File: src/rtl/digital_out_serializer_pkg.sv
// Shared constants for the digital top output path: ADC/sample widths,
// serializer FSM encoding and a constant-safe clog2 helper.
package digital_out_serializer_pkg;

    // ADC bit width, shared with the DFE/ADC-TEG chain and the selector.
    localparam int BW = 6;
    // Selector sample width.
    localparam int DW = BW + 15;

    typedef enum logic [1:0] {
        S_IDLE  = 2'd0,
        S_LOAD  = 2'd1,
        S_SHIFT = 2'd2,
        S_GAP   = 2'd3
    } ser_state_t;

    function automatic int clog2(input int value);
        int r;
        r = 0;
        while ((1 << r) < value) r++;
        return r;
    endfunction

endpackage

File: src/rtl/dout_fifo.sv
// Sync FIFO with registered read and occupancy count; a push into a full
// FIFO is accepted when a pop happens in the same cycle.
// Ports: clk, clear (sync flush), push/wdata, pop, rdata (valid cycle after
// pop), level (occupancy), drop (push lost because full and no pop).
module dout_fifo
    import digital_out_serializer_pkg::*;
#(
    parameter int W     = DW,
    parameter int DEPTH = 8
) (
    input  logic                  clk,
    input  logic                  clear,
    input  logic                  push,
    input  logic [W-1:0]          wdata,
    input  logic                  pop,
    output logic [W-1:0]          rdata,
    output logic [clog2(DEPTH):0] level,
    output logic                  drop
);

    localparam int AW = clog2(DEPTH);
    localparam int LW = AW + 1;

    logic [W-1:0]  mem [DEPTH];
    logic [AW-1:0] wptr;
    logic [AW-1:0] rptr;
    logic          full;
    logic          empty;
    logic          wr_ok;
    logic          rd_ok;

    assign full  = (level == LW'(DEPTH));
    assign empty = (level == '0);
    // When full, wptr == rptr: the read sees the old word, the write lands after.
    assign wr_ok = push & (~full | pop);
    assign rd_ok = pop & ~empty;
    assign drop  = push & full & ~pop;

    always_ff @(posedge clk) begin
        if (wr_ok) mem[wptr] <= wdata;
        if (rd_ok) rdata <= mem[rptr];
    end

    always_ff @(posedge clk) begin
        if (clear) begin
            wptr  <= '0;
            rptr  <= '0;
            level <= '0;
        end else begin
            if (wr_ok) wptr <= wptr + 1'b1;
            if (rd_ok) rptr <= rptr + 1'b1;
            level <= level + LW'(wr_ok) - LW'(rd_ok);
        end
    end

endmodule

File: src/rtl/digital_out_serializer.sv
// Captures selector samples on IN_STROBE rises, buffers them and ships them
// MSB-first on SER_DATA with SER_FRAME and a trailing even-parity bit.
// Ports: CLK, RES (sync, active-low), IN_SAMPLE, IN_STROBE, ENABLE,
// SER_DATA, SER_FRAME, OVF (sticky drop flag), FIFO_LEVEL.
module digital_out_serializer
    import digital_out_serializer_pkg::*;
#(
    parameter int DEPTH      = 8,
    parameter int GAP_CYCLES = 2
) (
    input  logic                  CLK,
    input  logic                  RES,
    input  logic signed [DW-1:0]  IN_SAMPLE,
    input  logic                  IN_STROBE,
    input  logic                  ENABLE,
    output logic                  SER_DATA,
    output logic                  SER_FRAME,
    output logic                  OVF,
    output logic [clog2(DEPTH):0] FIFO_LEVEL
);

    localparam int CW = clog2(DW + 1);
    localparam int GW = clog2(GAP_CYCLES + 1);

    ser_state_t    state;
    ser_state_t    nxt;
    logic          strobe_d;
    logic          rise;
    logic          clear;
    logic          pop;
    logic          drop;
    logic [DW-1:0] rdata;
    logic [DW-1:0] shreg;
    logic          par;
    logic [CW-1:0] bitcnt;
    logic [GW-1:0] gap_cnt;
    logic          data_nxt;
    logic          frame_nxt;

    // ENABLE=0 behaves like reset, but the strobe history keeps tracking.
    assign clear = ~RES | ~ENABLE;
    assign rise  = IN_STROBE & ~strobe_d;

    always_ff @(posedge CLK) begin
        if (!RES) strobe_d <= 1'b0;
        else      strobe_d <= IN_STROBE;
    end

    dout_fifo #(
        .W     (DW),
        .DEPTH (DEPTH)
    ) u_fifo (
        .clk   (CLK),
        .clear (clear),
        .push  (rise),
        .wdata (IN_SAMPLE),
        .pop   (pop),
        .rdata (rdata),
        .level (FIFO_LEVEL),
        .drop  (drop)
    );

    always_ff @(posedge CLK) begin
        if (clear)     OVF <= 1'b0;
        else if (drop) OVF <= 1'b1;
    end

    always_ff @(posedge CLK) begin
        if (clear) begin
            state     <= S_IDLE;
            SER_DATA  <= 1'b0;
            SER_FRAME <= 1'b0;
        end else begin
            state     <= nxt;
            SER_DATA  <= data_nxt;
            SER_FRAME <= frame_nxt;
        end
    end

    // shreg is pre-shifted so its MSB is always the next bit to drive;
    // bitcnt is the index of the bit currently on the pins.
    always_ff @(posedge CLK) begin
        if (clear) begin
            shreg   <= '0;
            par     <= 1'b0;
            bitcnt  <= '0;
            gap_cnt <= '0;
        end else begin
            unique case (state)
                S_LOAD: begin
                    shreg  <= {rdata[DW-2:0], 1'b0};
                    par    <= ^rdata;
                    bitcnt <= '0;
                end
                S_SHIFT: begin
                    shreg   <= {shreg[DW-2:0], 1'b0};
                    bitcnt  <= bitcnt + 1'b1;
                    gap_cnt <= '0;
                end
                S_GAP:   gap_cnt <= gap_cnt + 1'b1;
                default: ;
            endcase
        end
    end

    always_comb begin
        nxt = state;
        unique case (state)
            S_IDLE:  if (FIFO_LEVEL != '0) nxt = S_LOAD;
            S_LOAD:  nxt = S_SHIFT;
            S_SHIFT: if (bitcnt == CW'(DW)) nxt = S_GAP;
            S_GAP:   if (gap_cnt == GW'(GAP_CYCLES - 1)) nxt = S_IDLE;
            default: nxt = S_IDLE;
        endcase
    end

    // Values for the output registers, i.e. what the pins show next cycle.
    always_comb begin
        pop       = 1'b0;
        data_nxt  = 1'b0;
        frame_nxt = 1'b0;
        unique case (state)
            S_IDLE: pop = (FIFO_LEVEL != '0);
            S_LOAD: begin
                frame_nxt = 1'b1;
                data_nxt  = rdata[DW-1];
            end
            S_SHIFT: begin
                if (bitcnt < CW'(DW - 1)) begin
                    frame_nxt = 1'b1;
                    data_nxt  = shreg[DW-1];
                end else if (bitcnt == CW'(DW - 1)) begin
                    frame_nxt = 1'b1;
                    data_nxt  = par;
                end
            end
            default: ;
        endcase
    end

endmodule
File: config.mk
export PLATFORM = sky130hd
export DESIGN_NAME = digital_out_serializer
export DESIGN_NICKNAME = d
export VERILOG_FILES = /design/src/rtl/digital_out_serializer_pkg.sv /design/src/rtl/dout_fifo.sv /design/src/rtl/digital_out_serializer.sv
export SDC_FILE = /design/constraint.sdc
export NUM_CORES = 1
export LEC_CHECK = 0
export ABC_AREA = 1
export CAP_MARGIN = 20
export CELL_PAD_IN_SITES_DETAIL_PLACEMENT = 0
export CELL_PAD_IN_SITES_GLOBAL_PLACEMENT = 1
export CORE_AREA = 2 2 148 150
export CTS_BUF_LIST = sky130_fd_sc_hd__clkbuf_2 sky130_fd_sc_hd__clkbuf_4 sky130_fd_sc_hd__clkbuf_8
export DETAILED_ROUTE_END_ITERATION = 16
export DIE_AREA = 0 0 150 152
export PLACE_DENSITY_LB_ADDON = 0.1
export SYNTH_ARGS = -nofsm -noshare
export SYNTH_HDL_FRONTEND = slang
export SYNTH_SLANG_ARGS = --single-unit
File: constraint.sdc
create_clock -name CLK -period 2.4 [get_ports CLK]
set_input_delay 0.36 -clock CLK [delete_from_list [all_inputs] [get_ports CLK]]
set_output_delay 0.36 -clock CLK [all_outputs]
set_load 0.03 [all_outputs]
Word level (Yosys, flattened, before mapping). Memory sizes are Yosys's and may differ from the RTL's. A register that Yosys moved wholly into a read port is not among the register bits. Cells that the tools add are included.

Register bits: 45. Bits in writable memories: 168. Output and inout port bits: 7. Word-level logic and storage cells: 66. Memories kept: 1.

Memory list: u_fifo.mem (words 8, bits a word 21, rd ports 1, clocked after Yosys merged registers in 1, wr ports 1, line dout_fifo.sv:24) `logic [W-1:0] mem [DEPTH];`.

Add/subtract/negate cells: 6. Order comparisons: 1. Eq/ne operators: 10. Muxes and demuxes: 16. Bitwise logic cells: 13. Reduce and logical (&&, ||, !) cells: 7.

Operators with widths (count): one-hot mux 21 bit (2 select lines) (1); XOR reduction 21 bit (1); equality test 5 bit (second input constant) (2); one-hot mux 5 bit (2 select lines) (1); one-hot mux 2 bit (4 select lines) (1); 2-to-1 mux 1 bit (7); adder 3 x 1 -> 3 bit (second input constant) (2); 2-to-1 mux 2 bit (3); != test 2 bit (second input constant) (3); NOT 1 bit (6); adder 5 x 1 -> 5 bit (second input constant) (1); bitwise AND 1 bit (5); < comparator 5 bit (second input constant) (1); adder 4 x 1 -> 4 bit (1); equality test 2 x 1 -> 1 bit (second input constant) (2); equality test 2 bit (second input constant) (2); equality test 4 bit (second input constant) (1); logical NOT 4 bit (1); one-hot mux 1 bit (2 select lines) (2); one-hot mux 2 bit (2 select lines) (1); nonzero test 2 bit (2); nonzero test 4 bit (1); subtractor 4 x 1 -> 4 bit (1); AND reduction 3 bit (1); 3 further kinds (4).

Longest topological paths before layout.
Word-level depth: 6. Depth in mapped cells: 14. Mapped depth without buffers: 14.

Modules after synthesis. Synthesis repeated with hierarchy kept, for this count alone.

Cells, all modules: 1075. Area total of the unflattened synthesis: 10221.1 um2.

Modules (own cells, without submodules): dout_fifo (times used 1, cells each 776, area an instance 8271.7 um2, sequential area each 5875.6 um2); digital_out_serializer (times used 1, cells each 299, area an instance 1949.4 um2, sequential area each 680.7 um2).

Worst setup path before layout. No wires, ideal clock.

Path type: flip-flop to flip-flop. Start point: register u_fifo.level[2]. End point: register u_fifo.level[2]. Setup time: 128 ps. Arrival time: 2587 ps. Required time: 2272 ps. Setup slack: -315 ps. Stages on the path, launching flop included: 13. Path buffers: 0. Clock period less this slack: 2715 ps. Cell sequence: dfxtp_1 inv_1 ha_1 nand2_1 nand2_2 inv_1 ha_1 inv_1 ha_1 inv_1 fa_1 xor2_1 nor2_1.

RTL lines: start, declared (line dout_fifo.sv:17) `output logic [clog2(DEPTH):0] level,`; start signal, assigned (line dout_fifo.sv:52) `level <= level + LW'(wr_ok) - LW'(rd_ok);`; nonzero test 4 bit or logical NOT 4 bit (tied branches) (line digital_out_serializer.sv:123, dout_fifo.sv:33); 2-to-1 mux 1 bit or NOT 1 bit (tied branches) (line digital_out_serializer.sv:122, dout_fifo.sv:36); bitwise AND 1 bit * (line dout_fifo.sv:36) `assign rd_ok = pop & ~empty;`; via u_fifo.rd_ok (line dout_fifo.sv:30) `logic rd_ok;`; subtractor 4 x 1 -> 4 bit * (line dout_fifo.sv:52).

The timed path passes the listed nets; every way through them passes the cells marked *. A chain may end at the register's enable or synchronous reset.

Worst setup path in the final report.
Start point: register state[0]. End point: register u_fifo.level[2].

RTL lines: start, declared (line digital_out_serializer.sv:25) `ser_state_t state;`; start signal, assigned (line digital_out_serializer.sv:74) `state <= nxt;`; logical NOT 2 bit (line digital_out_serializer.sv:122) `unique case (state)`; 2-to-1 mux 1 bit (line digital_out_serializer.sv:122); bitwise AND 1 bit (line dout_fifo.sv:36); via u_fifo.rd_ok (line dout_fifo.sv:30); subtractor 4 x 1 -> 4 bit (line dout_fifo.sv:52).

The timed path passes the listed nets, and every way through them passes these cells.

==> results.txt <==
count leader, synth: edfxtp_1
Worst path most repeated cell: inv_1
Peak VDD IR: 0.0005394 V
pwr dens: 1127 mW/mm2
largest net degree at the start of global routing: 62
Core Area: 0.02135 mm2
ys async rst share: 0%
dpl ws: 0.1991 ns
Die Area: 0.02280 mm2
die extent in x: 150 um
max-cap viol count: 0
global route overflow: 0
Clk Tree Root Cell: clkbuf_8
Cells after DPL: 1148
CP Max Fanout: 7
final hold violations: 0
H-tree depth: 2
Synth Cell Area: 0.009607 mm2
Hold Path Class: in2reg
Post-CTS Setup Bufs: 0
leak pwr: 0.004039 uW
Via density: 5.152
Buffers on Ports: 31
setup slack after layout: 0.2006 ns
cells along the critical path: inv_1 > ha_1 > nand2_2 > clkinvlp_4 > ha_4 > inv_1 > ha_1 > inv_1 > fa_1 > xor2_1 > nor2_1
Slowest-stage cell, CP: fa_1
Warnings, synthesis: 0
run status: complete, no violations
grt met3 use: 3.544%
site row count: 54
fin crit share: 91.64%
final routed DRC violation total: 0
Multi-input gate area: 0.002623 mm2
mean area per synthesized cell: 11.18 um2
Total Routing Usage GR: 18.48%
hold_buf cts: 0
Longest Clk Path Bufs: 3
Startpoint Class: flop
met2 Usage GRT: 28.66%
starting density of the core: 45.00%
Setup crit end kind: flop
drt initial violations: 439
Seq. cell area: 0.006559 mm2
Die Y: 152 um
initial antenna violation count: 0
layout overhead on the synthesized area: 15.59%
crit path DAT: 2.61 ns
GR peak layer: met2
Slew @ Worst Pin: 0.5414 ns
worst skew pair latency: 0.54 ns
top cells by count, synth: 189 x edfxtp_1, 177 x nor2_1, 106 x o21ai_0, 93 x nand2_1, 50 x a21oi_1
Finished Layout Cells: 1222
vias: 6296
diode count: 0
Worst slew margin: 63.87%
CTS clk-pin slew, worst paths: 0.06 ns
min Tclk post-route: 2.199 ns
WL final: 20470 um
FF-to-FF setup slack: 0.20 ns
Seq cells post-synth: 233
crit-path max cell delay: 0.38 ns
drt pass-1 iters: 5
EDFF count, synth: 189
Synth cell types: 31
PostCTS Resize Cnt: 0
post-synth top area cell: edfxtp_1
RSZ-0062 raised after global routing: false
Yosys top cell area share: 59.08%
TritonCTS Sinks: 233
Detail Route Antenna Nets: 0
Synth Flop Type: edfxtp_1
Layout Nets: 954
Top Ports: 32
routability cong.: 0.7715
critical path required time: 2.81 ns
FMAX: 454.7 MHz
grt met1 use: 26.58%
DP Wirelength: 12660 um
Routed wire per std cell: 16.75 um
max-slew violation count: 0
sequential area share after synthesis: 68.25%
layout cells sized above 1: 11.15%
Hold Crit Start: RES
Crit. Startpoint: state[0]
main area contributors after synthesis: edfxtp_1 59%, dfxtp_1 9.2%, nor2_1 6.9%, o21ai_0 5.5%, nand2_1 3.6%
CTS tree: built
first-pass GRT wire length: 32910 um
fill cell count: 1928
Worst R2R Start: state[0]
final setup vio count: 0
Crit Path Class: reg2reg
Synth Instances: 859
cts bufs inserted: 41
vias in the first global route: 6234
Post-Syn Nets: 902
worst clock skew: 0.01659 ns
==> area by class of cell <==
class | count | share of cell area [%]
tap | 280 | 3.155
clock buffer | 54 | 6.017
multi-input combinational | 531 | 23.62
clock inverter | 20 | 0.8676
inverter | 51 | 1.758
timing repair buffer | 53 | 5.521
sequential | 233 | 59.06
==> worst max-delay path, delay by kind of cell (launching register included) <==
family        cells  cell delay [ns]
fa+ha+maj         4             1.00
xor+xnor          1             0.16
simple gates      2             0.22
flops             1             0.37
buf+inv           4             0.35
==> cells in the final DEF (no fill, tap or decap), types with 2 or more instances in the layout <==
master / instances
nor3b_1: 2
o21ai_0: 106
nor2_2: 8
a211oi_1: 3
clkbuf_4: 12
a21oi_1: 50
dfxtp_2: 2
a31oi_1: 22
nand2_1: 93
edfxtp_1: 189
inv_1: 45
o21ai_1: 6
buf_4: 11
clkdlybuf4s50_1: 31
xor2_1: 4
clkbuf_8: 42
nand3_1: 14
inv_2: 4
clkinv_1: 12
ha_1: 16
nand2_2: 2
nor2_1: 169
xnor2_1: 6
dfxtp_1: 42
o22ai_1: 22
buf_12: 11
clkinv_2: 7
==> cells by family (layout without fill, tap and decap cells) <==
family | Yosys count | count (layout) | share of synthesized area, %
simple gates | 288 | 288 | 11.57
buf+inv | 95 | 178 | 4.793
xor+xnor | 10 | 10 | 0.9117
flops | 233 | 233 | 68.25
fa+ha+maj | 18 | 18 | 2.422
compound gates | 215 | 215 | 12.06
==> registers in the layout, summed over array words and instances, names as in the netlist <==
name          flops
strobe_d          1
u_fifo.rptr       3
u_fifo.mem      168
u_fifo.rdata     21
gap_cnt           2
u_fifo.wptr       3
shreg            20
SER_FRAME         1
state             2
par               1
u_fifo.level      4
SER_DATA          1
bitcnt            5
OVF               1
==> worst paths after layout <==
check,to,cells after the start
setup / recovery,u_fifo.level[2],11
hold / removal,strobe_d,3
setup reg to reg,u_fifo.level[2],11
hold reg to reg,gap_cnt[1],2
==> power breakdown <==
group	switching, uW	internal, uW	leakage, uW	total, uW
Sequential	290	4960	0.00208	5250
Clock	1550	1830	0.000412	3380
Combinational	2530	1350	0.00155	3880
==> per-layer routing <==
metal	up-vias	share of wire (%)
met5	-	0
met4	0	1.6
met3	28	4.8
met2	131	46
met1	3033	47
li1	3104	-
==> through the flow <==
stage               hold WS (ns)  util, %  total power [uW]  cell area [um2]  TNS [ns]
floorplan                 0.4390        -              8214             9629    -22.16
global route              0.4242    52.01             13440            11100         0
CTS                       0.3830    52.01             12670            11100         0
finish                    0.4134    52.01             12510            11100         0
global placement          0.4461    48.43              9129            10340         0
detailed placement        0.4598    48.43              9248            10340         0
(Power assumes the default switching activity.)
